## src/rtl/mem_arbiter_if.sv

```systemverilog
// Bundle between mem_arbiter, its two requesters (fetch, data) and the shared memory.
// slave = arbiter side, master = requester/memory side.
`timescale 1ns/1ps
interface mem_arbiter_if;
    logic        if_req;
    logic [31:0] if_addr;
    logic        if_ack;
    logic [31:0] if_rdata;
    logic        dm_req;
    logic        dm_we;
    logic [31:0] dm_addr;
    logic [31:0] dm_wdata;
    logic [1:0]  dm_digit;
    logic        dm_ack;
    logic [31:0] dm_rdata;
    logic        mem_en;
    logic        mem_we;
    logic [31:0] mem_addr;
    logic [31:0] mem_wdata;
    logic [1:0]  mem_digit;
    logic [31:0] mem_rdata;
    logic        busy;
    logic        owner;

    modport slave (
        input  if_req, if_addr, dm_req, dm_we, dm_addr, dm_wdata, dm_digit, mem_rdata,
        output if_ack, if_rdata, dm_ack, dm_rdata,
        output mem_en, mem_we, mem_addr, mem_wdata, mem_digit, busy, owner
    );
    modport master (
        output if_req, if_addr, dm_req, dm_we, dm_addr, dm_wdata, dm_digit, mem_rdata,
        input  if_ack, if_rdata, dm_ack, dm_rdata,
        input  mem_en, mem_we, mem_addr, mem_wdata, mem_digit, busy, owner
    );
endinterface

```

## src/rtl/mem_arbiter.sv

```systemverilog
// Two-requester arbiter (instruction fetch / data) in front of one fixed-latency memory.
// Data has priority; fetch is forced through after STREAK_MAX consecutive data grants.
`timescale 1ns/1ps
module mem_arbiter #(
    parameter int MEM_LAT    = 2,
    parameter int STREAK_MAX = 2
) (
    input  logic          CLK,
    input  logic          Reset,
    mem_arbiter_if.slave  bus
);
    typedef enum logic [1:0] {IDLE, ACCESS, RESP} state_t;

    localparam logic [2:0] LP_CNT_INIT = 3'(MEM_LAT - 1);
    localparam logic [1:0] LP_SMAX     = 2'(STREAK_MAX);

    state_t      r_state, w_next;
    logic [2:0]  r_cnt;
    logic [1:0]  r_streak;
    logic        r_owner;
    logic [31:0] r_addr, r_wdata, r_if_rdata, r_dm_rdata;
    logic        r_we;
    logic [1:0]  r_digit;
    logic        w_start, w_grant_dm;

    assign w_start    = (r_state == IDLE) && (bus.if_req || bus.dm_req);
    assign w_grant_dm = bus.dm_req && !(bus.if_req && (r_streak == LP_SMAX));

    always_ff @(posedge CLK or negedge Reset) begin
        if (!Reset) r_state <= IDLE;
        else        r_state <= w_next;
    end

    always_comb begin
        w_next = r_state;
        case (r_state)
            IDLE:    if (bus.if_req || bus.dm_req) w_next = ACCESS;
            ACCESS:  if (r_cnt == 3'd0) w_next = RESP;
            RESP:    w_next = IDLE;
            default: w_next = IDLE;
        endcase
    end

    always_ff @(posedge CLK or negedge Reset) begin
        if (!Reset) begin
            r_cnt      <= '0;
            r_streak   <= '0;
            r_owner    <= 1'b0;
            r_addr     <= '0;
            r_wdata    <= '0;
            r_we       <= 1'b0;
            r_digit    <= '0;
            r_if_rdata <= '0;
            r_dm_rdata <= '0;
        end else if (w_start) begin
            r_owner <= w_grant_dm;
            r_cnt   <= LP_CNT_INIT;
            if (w_grant_dm) begin
                r_addr   <= bus.dm_addr;
                r_wdata  <= bus.dm_wdata;
                r_we     <= bus.dm_we;
                r_digit  <= bus.dm_digit;
                // streak only counts data grants that actually made fetch wait
                if (!bus.if_req)           r_streak <= '0;
                else if (r_streak != 2'd3) r_streak <= r_streak + 2'd1;
            end else begin
                r_addr   <= bus.if_addr;
                r_wdata  <= '0;
                r_we     <= 1'b0;
                r_digit  <= 2'b10;
                r_streak <= '0;
            end
        end else if (r_state == ACCESS) begin
            if (r_cnt == 3'd0) begin
                if (!r_owner)   r_if_rdata <= bus.mem_rdata;
                else if (!r_we) r_dm_rdata <= bus.mem_rdata;
            end else begin
                r_cnt <= r_cnt - 3'd1;
            end
        end
    end

    assign bus.mem_en    = (r_state == ACCESS);
    assign bus.mem_we    = (r_state == ACCESS) && r_we;
    assign bus.mem_addr  = r_addr;
    assign bus.mem_wdata = r_wdata;
    assign bus.mem_digit = r_digit;
    assign bus.if_ack    = (r_state == RESP) && !r_owner;
    assign bus.dm_ack    = (r_state == RESP) && r_owner;
    assign bus.if_rdata  = r_if_rdata;
    assign bus.dm_rdata  = r_dm_rdata;
    assign bus.busy      = (r_state != IDLE);
    assign bus.owner     = r_owner;
endmodule

```

## src/flat_wrapper.sv

```systemverilog
// flat-port wrapper written by rule: the top's interface ports become plain ports
module mem_arbiter_flat 
#(
    parameter int MEM_LAT    = 2,
    parameter int STREAK_MAX = 2
)
  (CLK, Reset, bus_if_req, bus_if_addr, bus_dm_req, bus_dm_we, bus_dm_addr, bus_dm_wdata, bus_dm_digit, bus_mem_rdata, bus_if_ack, bus_if_rdata, bus_dm_ack, bus_dm_rdata, bus_mem_en, bus_mem_we, bus_mem_addr, bus_mem_wdata, bus_mem_digit, bus_busy, bus_owner);
  mem_arbiter_if bus_i ();
  input  logic CLK;
  input  logic Reset;
  input wire logic [$bits(bus_i.if_req)-1:0] bus_if_req;
  input wire logic [$bits(bus_i.if_addr)-1:0] bus_if_addr;
  input wire logic [$bits(bus_i.dm_req)-1:0] bus_dm_req;
  input wire logic [$bits(bus_i.dm_we)-1:0] bus_dm_we;
  input wire logic [$bits(bus_i.dm_addr)-1:0] bus_dm_addr;
  input wire logic [$bits(bus_i.dm_wdata)-1:0] bus_dm_wdata;
  input wire logic [$bits(bus_i.dm_digit)-1:0] bus_dm_digit;
  input wire logic [$bits(bus_i.mem_rdata)-1:0] bus_mem_rdata;
  output wire logic [$bits(bus_i.if_ack)-1:0] bus_if_ack;
  output wire logic [$bits(bus_i.if_rdata)-1:0] bus_if_rdata;
  output wire logic [$bits(bus_i.dm_ack)-1:0] bus_dm_ack;
  output wire logic [$bits(bus_i.dm_rdata)-1:0] bus_dm_rdata;
  output wire logic [$bits(bus_i.mem_en)-1:0] bus_mem_en;
  output wire logic [$bits(bus_i.mem_we)-1:0] bus_mem_we;
  output wire logic [$bits(bus_i.mem_addr)-1:0] bus_mem_addr;
  output wire logic [$bits(bus_i.mem_wdata)-1:0] bus_mem_wdata;
  output wire logic [$bits(bus_i.mem_digit)-1:0] bus_mem_digit;
  output wire logic [$bits(bus_i.busy)-1:0] bus_busy;
  output wire logic [$bits(bus_i.owner)-1:0] bus_owner;
  assign bus_i.if_req = bus_if_req;
  assign bus_i.if_addr = bus_if_addr;
  assign bus_i.dm_req = bus_dm_req;
  assign bus_i.dm_we = bus_dm_we;
  assign bus_i.dm_addr = bus_dm_addr;
  assign bus_i.dm_wdata = bus_dm_wdata;
  assign bus_i.dm_digit = bus_dm_digit;
  assign bus_i.mem_rdata = bus_mem_rdata;
  assign bus_if_ack = bus_i.if_ack;
  assign bus_if_rdata = bus_i.if_rdata;
  assign bus_dm_ack = bus_i.dm_ack;
  assign bus_dm_rdata = bus_i.dm_rdata;
  assign bus_mem_en = bus_i.mem_en;
  assign bus_mem_we = bus_i.mem_we;
  assign bus_mem_addr = bus_i.mem_addr;
  assign bus_mem_wdata = bus_i.mem_wdata;
  assign bus_mem_digit = bus_i.mem_digit;
  assign bus_busy = bus_i.busy;
  assign bus_owner = bus_i.owner;
  mem_arbiter #(.MEM_LAT(MEM_LAT), .STREAK_MAX(STREAK_MAX)) u_core (.CLK(CLK), .Reset(Reset), .bus(bus_i));
endmodule
```

## config.mk

```make
export PLATFORM = sky130hd
export DESIGN_NAME = mem_arbiter_flat
export DESIGN_NICKNAME = d
export VERILOG_FILES = /design/src/rtl/mem_arbiter_if.sv /design/src/rtl/mem_arbiter.sv /design/src/flat_wrapper.sv
export SDC_FILE = /design/constraint.sdc
export NUM_CORES = 1
export LEC_CHECK = 0
export CAP_MARGIN = 30
export CORE_ASPECT_RATIO = 2
export CORE_UTILIZATION = 37
export CTS_CLUSTER_DIAMETER = 120
export DETAILED_ROUTE_END_ITERATION = 10
export PLACE_DENSITY = 0.77
export SYNTH_ARGS = -nofsm -noshare
export SYNTH_HDL_FRONTEND = slang
export SYNTH_SLANG_ARGS = --single-unit
```

## constraint.sdc

```tcl
create_clock -name CLK -period 1.8 [get_ports CLK]
set_input_delay 0.27 -clock CLK [delete_from_list [all_inputs] [get_ports CLK]]
set_output_delay 0.27 -clock CLK [all_outputs]
set_load 0.1 [all_outputs]
```

==> results of run 1 <==
-- registers in the layout, indices dropped and copies added (netlist names) --
name / cells
u_core.bus.dm_rdata: 32
u_core.bus.if_rdata: 32
u_core.bus.mem_addr: 32
u_core.bus.mem_wdata: 32
u_core.r_cnt: 3
u_core.bus.mem_digit: 2
u_core.r_state: 2
u_core.r_streak: 2
u_core.bus.owner: 1
u_core.r_we: 1
-- metrics by stage --
step	cell area (µm²)	cells	hold WS, ps	setup WS (ps)
6_report	9300	937	329	-41.8
5_1_grt	9300	937	359	-138
4_1_cts	9260	935	328	-42.4
3_5_place_dp	8500	895	189	-69.2
3_3_place_gp	8500	895	188	-3.84
2_1_floorplan	5620	437	-25.6	6.56
-- what timing repair did --
item | in CTS | in global routing
setup endpoints to repair | 34 | 66
hold buffers | 1 | 0
cloned | 2 | 0
pin swaps | 1 | 4
gates resized for setup | 15 | 10
endpoints found under the hold margin | 34 | 0
setup buffers | 5 | 3
-- kinds of logic after synthesis --
| kind of cell | after synthesis | share of synthesized area [%] |
|---|---|---|
| muxes | 66 | 13.3 |
| xor gates and xnor gates | 1 | 0.157 |
| AOI/OAI and AO/OA | 104 | 12.7 |
| and+or+nand+nor | 85 | 7.35 |
| buffers and inverters | 38 | 3.40 |
| adders and majority gates | 4 | 0.896 |
| DFF | 139 | 62.3 |
-- how the worst max path moves through the flow --
stage | startpoint | endpoint | slack (ps) | cells after the start
after floorplan | u_core.bus.owner | bus_if_ack | 7 | 1
final | u_core.r_cnt[0] | u_core.bus.dm_rdata[18] | -40 | 8
after detailed placement | u_core.r_cnt[0] | u_core.bus.dm_rdata[27] | -70 | 7
after CTS | u_core.r_cnt[0] | u_core.bus.dm_rdata[27] | -40 | 8
after global placement | u_core.r_cnt[0] | u_core.bus.dm_rdata[21] | -4 | 7
after global routing | u_core.r_cnt[0] | u_core.bus.dm_rdata[21] | -140 | 8
-- cell type report --
type	count	area share (%)
inverters	7	0.323
clock inverters	14	1.84
repair buffers	304	31.3
multi-input cells	260	21.8
clock buffers	18	4.61
flip-flops and latches	139	37.4
well taps	195	2.62
-- metal layers --
layer	GRT usage, %	wire, µm	vias to the layer above
li1	-	-	2139
met1	21.9	5620	2323
met2	40.3	9440	184
met3	5.36	877	30
met4	9.34	398	0
met5	0	0	-
-- Yosys cell counts (2+ instances only) --
master and count:
nor2_1 3, dfrtp_1 139, a21oi_1 32, mux2i_1 2
a22o_1 34, ha_1 4, mux2_1 2, buf_2 10
nand2_1 65, mux2_2 62, a31oi_1 32, clkbuf_1 14
buf_4 3, buf_6 3, inv_1 7, and2_1 3
==> summary.md, run 1 <==
| Metric | Value |
|---|---|
| Final hold vios | `0` |
| Port buffer count | `270` |
| Post-synth top flop | `dfrtp_1` |
| Max-cap violations | `0` |
| Clk sink count | `139` |
| FMAX | `543 MHz` |
| DIE AREA | `0.0156 mm²` |
| Nets | `868` |
| Clk Latency, worst-skew pair | `410 ps` |
| CP max FO | `8` |
| Syn Nets | `576` |
| Std cell rows | `63` |
| Largest cells by area after synthesis | `dfrtp_1 (62%), mux2_2 (13%), a22o_1 (5.3%)` |
| Yosys top cell by area | `dfrtp_1` |
| Initial Util | `37.7%` |
| Fill cells | `1,159` |
| Avg Cell Area, Syn | `12.8 µm²` |
| Setup ws final | `-41.8 ps` |
| Initial antenna violation count | `0` |
| Setup TNS | `-1030 ps` |
| Number of routed nets with antenna violations | `0` |
| Type of the tightest min-delay check | `in -> async` |
| CP endpoint kind | `flip-flop` |
| Mapped cell area | `0.00559 mm²` |
| Core Region | `0.0148 mm²` |
| Largest net degree at the start of global routing | `50` |
| Vias | `4,676` |
| First-pass GRT wire length | `25.4 mm` |
| Clk_skew | `7.10 ps` |
| Async SR Flop Fraction | `100%` |
| Router iterations before antenna repair | `4` |
| CTS tree | `yes` |
| Worst r2r path cells | `8` |
| Ys Warns | `0` |
| Most common cell after layout, fill and taps aside | `buf_4` |
| Final Wtd Congestion | `0.796` |
| Worst r2r dst | `u_core.bus.dm_rdata[18]` |
| Top delay family on crit path | `flip-flops` |
| FF-to-FF Start | `u_core.r_cnt[0]` |
| Slowest cell on crit path | `dfrtp_1` |
| Multi-input gate area | `0.00203 mm²` |
| Reg-to-reg setup timing slack | `-40 ps` |
| Detail-routed via count per cell | `4.99` |
| Status | `finished with violations` |
| H-tree levels | `4` |
| Post-synth EDFFs | `0` |
| IO Count | `271` |
| Synthesis-stage register bit count | `139` |
| P&R area growth vs syn | `66.5%` |
| Final period util | `102%` |
| Failing checks | `setup timing` |
| Most frequent cells in the layout | `buf_4 (144), dfrtp_1 (137), clkdlybuf4s50_1 (133)` |
| Cell variety after synth | `38` |
| Slew Viols, Final | `0` |
| Relative slew margins | `72.0%` |
| Post-synth top area share | `62.3%` |
| Gate count of the mapped netlist | `437` |
| Layout cell share with drive strength beyond 1 | `38.0%` |
| Crit path buf inv count | `3` |
| Final HPWL DP | `11.8 mm` |
| Vias in the first global route | `5,159` |
| CTS clk-pin slew, worst paths | `60 ps` |
| Req. time, crit path | `2090 ps` |
| Critical path type | `reg -> reg` |
| Root Driver | `clkbuf_16` |
| Worst path cell trace | `inv_1 > ha_2 > ha_4 > nand3b_4 > nor3b_4 > buf_6 > buf_16 > mux2_4` |
| CTS Buffer Depth | `2` |
| CTS Buf Count | `17` |
| Final WL | `16.3 mm` |
| Slowest stage delay, CP | `380 ps` |
| Worst-margin pin slew | `419 ps` |
| Chip height | `176 µm` |
| Final Setup Violations | `54` |
| Iteration-0 DRC Markers | `117` |
| All-Layer GR Usage | `21.6%` |
| Gr ovfl total | `0` |
| RSZ-0062 raised after global routing | `true` |
| Register area | `0.00348 mm²` |
| Residual DRC | `0` |
| Worst EP arrival | `2130 ps` |
| Minimum clock period | `1840 ps` |
| Ant. Diodes | `0` |
| Post-layout util | `62.8%` |
| Die X | `88.9 µm` |
| CP Launch Type | `flip-flop` |
| Seq/Total Area, Yosys | `62.3%` |
| Routed len/inst | `17.4 µm` |
Power of run 1 is not shown: default switching activity piles up to over one toggle a cycle in this logic, so the estimate is an artifact.
==> inputs of run 2 (changes only) <==
--- a/config.mk
+++ b/config.mk
@@ -7,10 +7,10 @@
 export LEC_CHECK = 0
 export CAP_MARGIN = 30
 export CORE_ASPECT_RATIO = 2
-export CORE_UTILIZATION = 37
+export CORE_UTILIZATION = 40
 export CTS_CLUSTER_DIAMETER = 120
 export DETAILED_ROUTE_END_ITERATION = 10
-export PLACE_DENSITY = 0.77
+export PLACE_DENSITY = 0.79
 export SYNTH_ARGS = -nofsm -noshare
 export SYNTH_HDL_FRONTEND = slang
 export SYNTH_SLANG_ARGS = --single-unit
==> constraint.sdc (replaced) <==
create_clock -name CLK -period 2 [get_ports CLK]
set_input_delay 0.3 -clock CLK [delete_from_list [all_inputs] [get_ports CLK]]
set_output_delay 0.3 -clock CLK [all_outputs]
set_load 0.1 [all_outputs]
==> run 2 against run 1 <==
  * The flow now finishes without violations
  * Wire length is 1.7% lower
  * Cell count is 5.9% lower
  * Fmax is 4.5% lower
  * Largest cell class unchanged
  * Register-to-register slack better by 110 ps
  * Clock skew is 1.8 ps higher
  * Setup slack better by 110 ps
  * Critical endpoint is now u_core.bus.dm_rdata[11]
  * Die area is 7.4% lower
  * Via count is 0.98% lower
  * First-iteration DRC count is 2.6% lower
  * Global-route usage is 0.76 points higher
==> summary.md, run 2 (synthesis gave the netlist of run 1 again) <==
| Metric | Value |
|---|---|
| Status | `finished, final reports clean` |
| Largest net degree at the start of global routing | `53 (+6.0%)` |
| Minimum clock period | `1930 ps (+87.5 ps)` |
| FMAX | `518 MHz (-4.5%)` |
| Core Region | `0.0135 mm² (-8.8%)` |
| WP depth | `8 (unchanged)` |
| Number of routed nets with antenna violations | `0 (unchanged)` |
| Worst EP arrival | `2210 ps (+80 ps)` |
| Std cell rows | `60 (-4.8%)` |
| Met3 Track Usage GR | `5.07% (-0.29 points)` |
| CP max FO | `16 (+8)` |
| Port buffer count | `270 (unchanged)` |
| IO Count | `271 (unchanged)` |
| Final hold vios | `0 (unchanged)` |
| Detail-routed via count per cell | `5.25 (+5.2%)` |
| Clk sink count | `139 (unchanged)` |
| Type of the tightest min-delay check | `in -> async` |
| Slew Viols, Final | `0 (unchanged)` |
| Vias in the first global route | `4,902 (-5.0%)` |
| Top delay family on crit path | `buffers and inverters` |
| Root Driver | `clkbuf_16` |
| Final WL | `16.1 mm (-1.7%)` |
| Final HPWL DP | `11.8 mm (+0.29%)` |
| Residual DRC | `0 (unchanged)` |
| Slowest stage delay, CP | `400 ps (+20 ps)` |
| Met1 GRT Util | `24.1% (+2.2 points)` |
| Setup TNS | `0 ps (+1030 ps)` |
| Most common cell after layout, fill and taps aside | `buf_4` |
| GRT met2 Usage | `41.2% (+0.89 points)` |
| Most frequent cells in the layout | `buf_4 (140), dfrtp_1 (136), clkdlybuf4s50_1 (133)` |
| Final Setup Violations | `0 (-100%)` |
| RSZ-0062 raised after global routing | `false` |
| Worst-margin pin slew | `496 ps (+77.6 ps)` |
| Clk Latency, worst-skew pair | `410 ps (about the same)` |
| Router iterations before antenna repair | `4 (unchanged)` |
| Ant. Diodes | `0 (unchanged)` |
| FF-to-FF Start | `u_core.r_cnt[0]` |
| Final period util | `96.5% (-5.9 points)` |
| First-pass GRT wire length | `25.0 mm (-1.9%)` |
| Nets | `853 (-1.7%)` |
| Cell Area, Placed | `0.00828 mm² (-2.6%)` |
| Max-cap violations | `0 (unchanged)` |
| Critical path type | `reg -> reg` |
| Clk_skew | `8.91 ps (+1.81 ps)` |
| CTS clk-pin slew, worst paths | `60 ps (about the same)` |
| Vias | `4,630 (-0.98%)` |
| Layout cell share with drive strength beyond 1 | `36.0% (-2.0 points)` |
| CTS Buf Count | `17 (unchanged)` |
| Req. time, crit path | `2280 ps (+190 ps)` |
| Crit path buf inv count | `3 (unchanged)` |
| Die X | `85.6 µm (-3.7%)` |
| Layer with the highest usage | `met2` |
| All-Layer GR Usage | `22.4% (+0.76 points)` |
| Worst path cell trace | `inv_1 > ha_1 > ha_2 > nand3b_4 > nor3b_4 > buf_4 > clkbuf_16 > mux2_2` |
| Worst r2r path cells | `8 (unchanged)` |
| Initial antenna violation count | `0 (unchanged)` |
| DIE AREA | `0.0145 mm² (-7.4%)` |
| Worst Setup SP | `u_core.r_cnt[0]` |
| Relative slew margins | `66.9% (-5.1 points)` |
| Slowest cell on crit path | `dfrtp_1` |
| Initial Util | `41.3% (+3.6 points)` |
| Gr ovfl total | `0 (unchanged)` |
| Routed len/inst | `18.2 µm (+4.4%)` |
| P&R area growth vs syn | `59.3%` |
| CTS Buffer Depth | `2 (unchanged)` |
| Final instance area | `0.00890 mm² (-4.3%)` |
| Chip height | `169 µm (-3.8%)` |
| Iteration-0 DRC Markers | `114 (-2.6%)` |
| CP Launch Type | `flip-flop` |
| Final Wtd Congestion | `0.932 (+17%)` |
| CTS tree | `yes` |
| CP endpoint kind | `flip-flop` |
| H-tree levels | `4 (unchanged)` |
==> run 2: changes by cell type in the layout (fill, tap and decap cells not counted), sizes merged <==
| cell | before | now |
|---|---|---|
| inv | 8 | 10 |
| bufinv | 3 | 1 |
| clkinvlp | 7 | 3 |
| buf | 170 | 154 |
| clkbuf | 18 | 21 |
| clkinv | 3 | 5 |
==> run 2: per-layer routing <==
| metal | vias up | part of all wire [%] |
|---|---|---|
| met5 | - | 0 |
| met4 | 0 | 2.8 |
| met3 | 34 | 5.1 |
| met2 | 173 | 57 |
| met1 | 2311 | 35 |
| li1 | 2112 | - |
==> run 2: layout make-up <==
class	instances	area, µm²
multi-input cells	260	1960
well taps	155	194
repair buffers	289	2680
inverters	7	26.3
clock buffers	20	437
flip-flops and latches	139	3480
clock inverters	12	118
fillers	1059	4620
==> run 2: timing repair <==
action,CTS,global route
setup buffers,0,1
gates resized for setup,3,3
pin swaps,0,1
gates cloned,0,1
hold endpoints to repair,49,0
hold buffers,1,0
endpoints found under the setup margin,1,6
==> run 2: worst paths after layout <==
kind / end / slack (ps)
worst max-delay path: u_core.bus.dm_rdata[11] / 70
worst min-delay path: u_core.bus.mem_digit[0] / 410
worst max register to register: u_core.bus.dm_rdata[11] / 70
worst min register to register: u_core.bus.mem_wdata[9] / 500
max in group asynchronous: u_core.bus.if_rdata[15] / 960
min in group CLK: u_core.bus.mem_addr[19] / 450
==> run 2: per-stage QoR <==
stage | setup WS (ps) | std cells | util [%] | hold WS, ps
after floorplan | 13.5 | 437 | - | 4.41
after global placement | 135 | 847 | 61.3 | 280
after detailed placement | 76.5 | 847 | 61.3 | 292
after CTS | 14.8 | 880 | 65.5 | 424
after global routing | 8.45 | 882 | 65.8 | 450
final | 70.7 | 882 | 65.8 | 411
Power of run 2 is left out for the same reason.
==> edit: new RTL, config.mk and constraints of run 2 <==
Re-encode `state_t` (3 states) as one-hot, 3 bits wide.
--- a/src/rtl/mem_arbiter.sv
+++ b/src/rtl/mem_arbiter.sv
@@ -9,7 +9,7 @@
     input  logic          Reset,
     mem_arbiter_if.slave  bus
 );
-    typedef enum logic [1:0] {IDLE, ACCESS, RESP} state_t;
+    typedef enum logic [2:0] {IDLE = 3'b001, ACCESS = 3'b010, RESP = 3'b100} state_t;
 
     localparam logic [2:0] LP_CNT_INIT = 3'(MEM_LAT - 1);
     localparam logic [1:0] LP_SMAX     = 2'(STREAK_MAX);
Behaviour: same outputs for any inputs over 4 cycles, from zero or initial values and one cycle with Reset low; so few cycles prove little.
==> edit against run 2 <==
- die area grew 7.0%
- synthesized cell count grew 1.4%
- clock skew shrank 0.0021 ns
- final area grew 6.0%
- area after synthesis grew 7.1%
- routed wire length grew 2.8%
- setup slack lost 0.0031 ns
- first-iteration DRC count grew 44%
- sequential cell count grew 1
- highest routed layer unchanged
Power is left out: the tool's default activity adds up to more than one toggle a clock period on the data nets, which glitch-free logic cannot reach.
==> edit: results <==
set metrics [dict create \
    met2_usage 0.403 \
    clkTransAtPathRegs_ns 0.06 \
    postCtsSetupBuffers 1 \
    antenna_found_initial 0 \
    yosys_warnings 0 \
    rr_startpoint "u_core.r_streak[0]" \
    n_fill_cell 1101 \
    numPortBuffers 270 \
    tightest_slew_ns 0.530 \
    synth.distinct_cells 34 \
    ys_seq_area_frac 0.586 \
    hp-class "in -> async" \
    synth_ff_type "dfrtp_1" \
    cts_buffer_depth 2 \
    fin_crit_ns 1.93 \
    cp_top_family "multiplexers" \
    vias 4659 \
    synth_async_sr_flop_share 1.00 \
    antenna_cells 0 \
    outcome "complete, no violations" \
    worstPathMaxFanout 22 \
    use_met3 0.0496 \
    drtIter0Drc 164 \
    maxCapViolCount 0 \
    netlist_top_cells_count "dfrtp_1, mux2_2, o21ai_0, o31ai_1, nand2_1" \
    postCtsHoldBufs 1 \
    gr-usage-met1 0.218 \
    skew_ns 0.00677 \
    path_class "reg -> reg" \
    cts_made_buffers 17 \
    yosys-top-cells-area "dfrtp_1, mux2_2, o31ai_1" \
    grt_pass1_wl_um 25300 \
    cts_htree_levels 4 \
    max_stage_delay_ns 0.40 \
    cts-root-buf "clkbuf_16" \
    wl_um 16500 \
    fin_nets 861 \
    drive_above_1_share 0.427 \
    first_global_vias 4967 \
    syn_nets 582 \
    grt_max_degree 73 \
    track_usage 0.218 \
    critPathArrivalTime_ns 2.22 \
    dp_hpwl_um 12000 \
    slowest_stage "dfrtp_1" \
    gp_congestion 0.784 \
    dr.pass1.iters 7 \
    clk_latency_ns 0.41 \
    cts_resized 5 \
]
==> edit: cell type report <==
cell class	instances	area, µm²	area share
tap	192	240	0.0255
inverter	6	22.5	0.00239
clock inverter	12	124	0.0131
timing repair buffer	292	2740	0.291
sequential	140	3510	0.372
clock buffer	18	439	0.0466
multi-input combinational	265	2350	0.249
==> edit: stage by stage <==
step,cells,TNS [ns],util,setup slack [ns],instance area (µm²)
global placement,890,-0.00858,0.605,-0.00349,8780
CTS,922,-0.0200,0.647,-0.0154,9380
floorplan,443,-21.90,-,-0.353,6040
global route,925,0,0.650,0.00409,9430
finish,925,0,0.650,0.0676,9430
detailed placement,890,-0.283,0.605,-0.0353,8780
==> edit: kinds of logic after synthesis <==
group / after synthesis / share of synthesized area
simple gates: 53 / 0.0475
buf+inv: 38 / 0.0322
xor+xnor: 1 / 0.00146
fa+ha+maj: 4 / 0.00836
mux: 130 / 0.244
flops: 140 / 0.586
compound gates: 77 / 0.0805
==> edit: final timing paths <==
path | end | slack (ns) | depth (start not counted)
setup / recovery | u_core.bus.mem_addr[22] | 0.07 | 6
hold / removal | u_core.bus.if_rdata[27] | 0.35 | 2
setup reg to reg | u_core.bus.mem_addr[22] | 0.07 | 6
hold reg to reg | u_core.bus.mem_addr[25] | 0.48 | 1
max in group asynchronous | u_core.r_state[0] | 1.07 | 3
min in group CLK | u_core.bus.mem_wdata[1] | 0.43 | 3
==> edit: layer usage <==
| layer | vias up | share of wire |
|---|---|---|
| met4 | 0 | 0.028 |
| met3 | 30 | 0.051 |
| met1 | 2297 | 0.34 |
| met2 | 190 | 0.58 |
| li1 | 2142 | - |
| met5 | - | 0 |
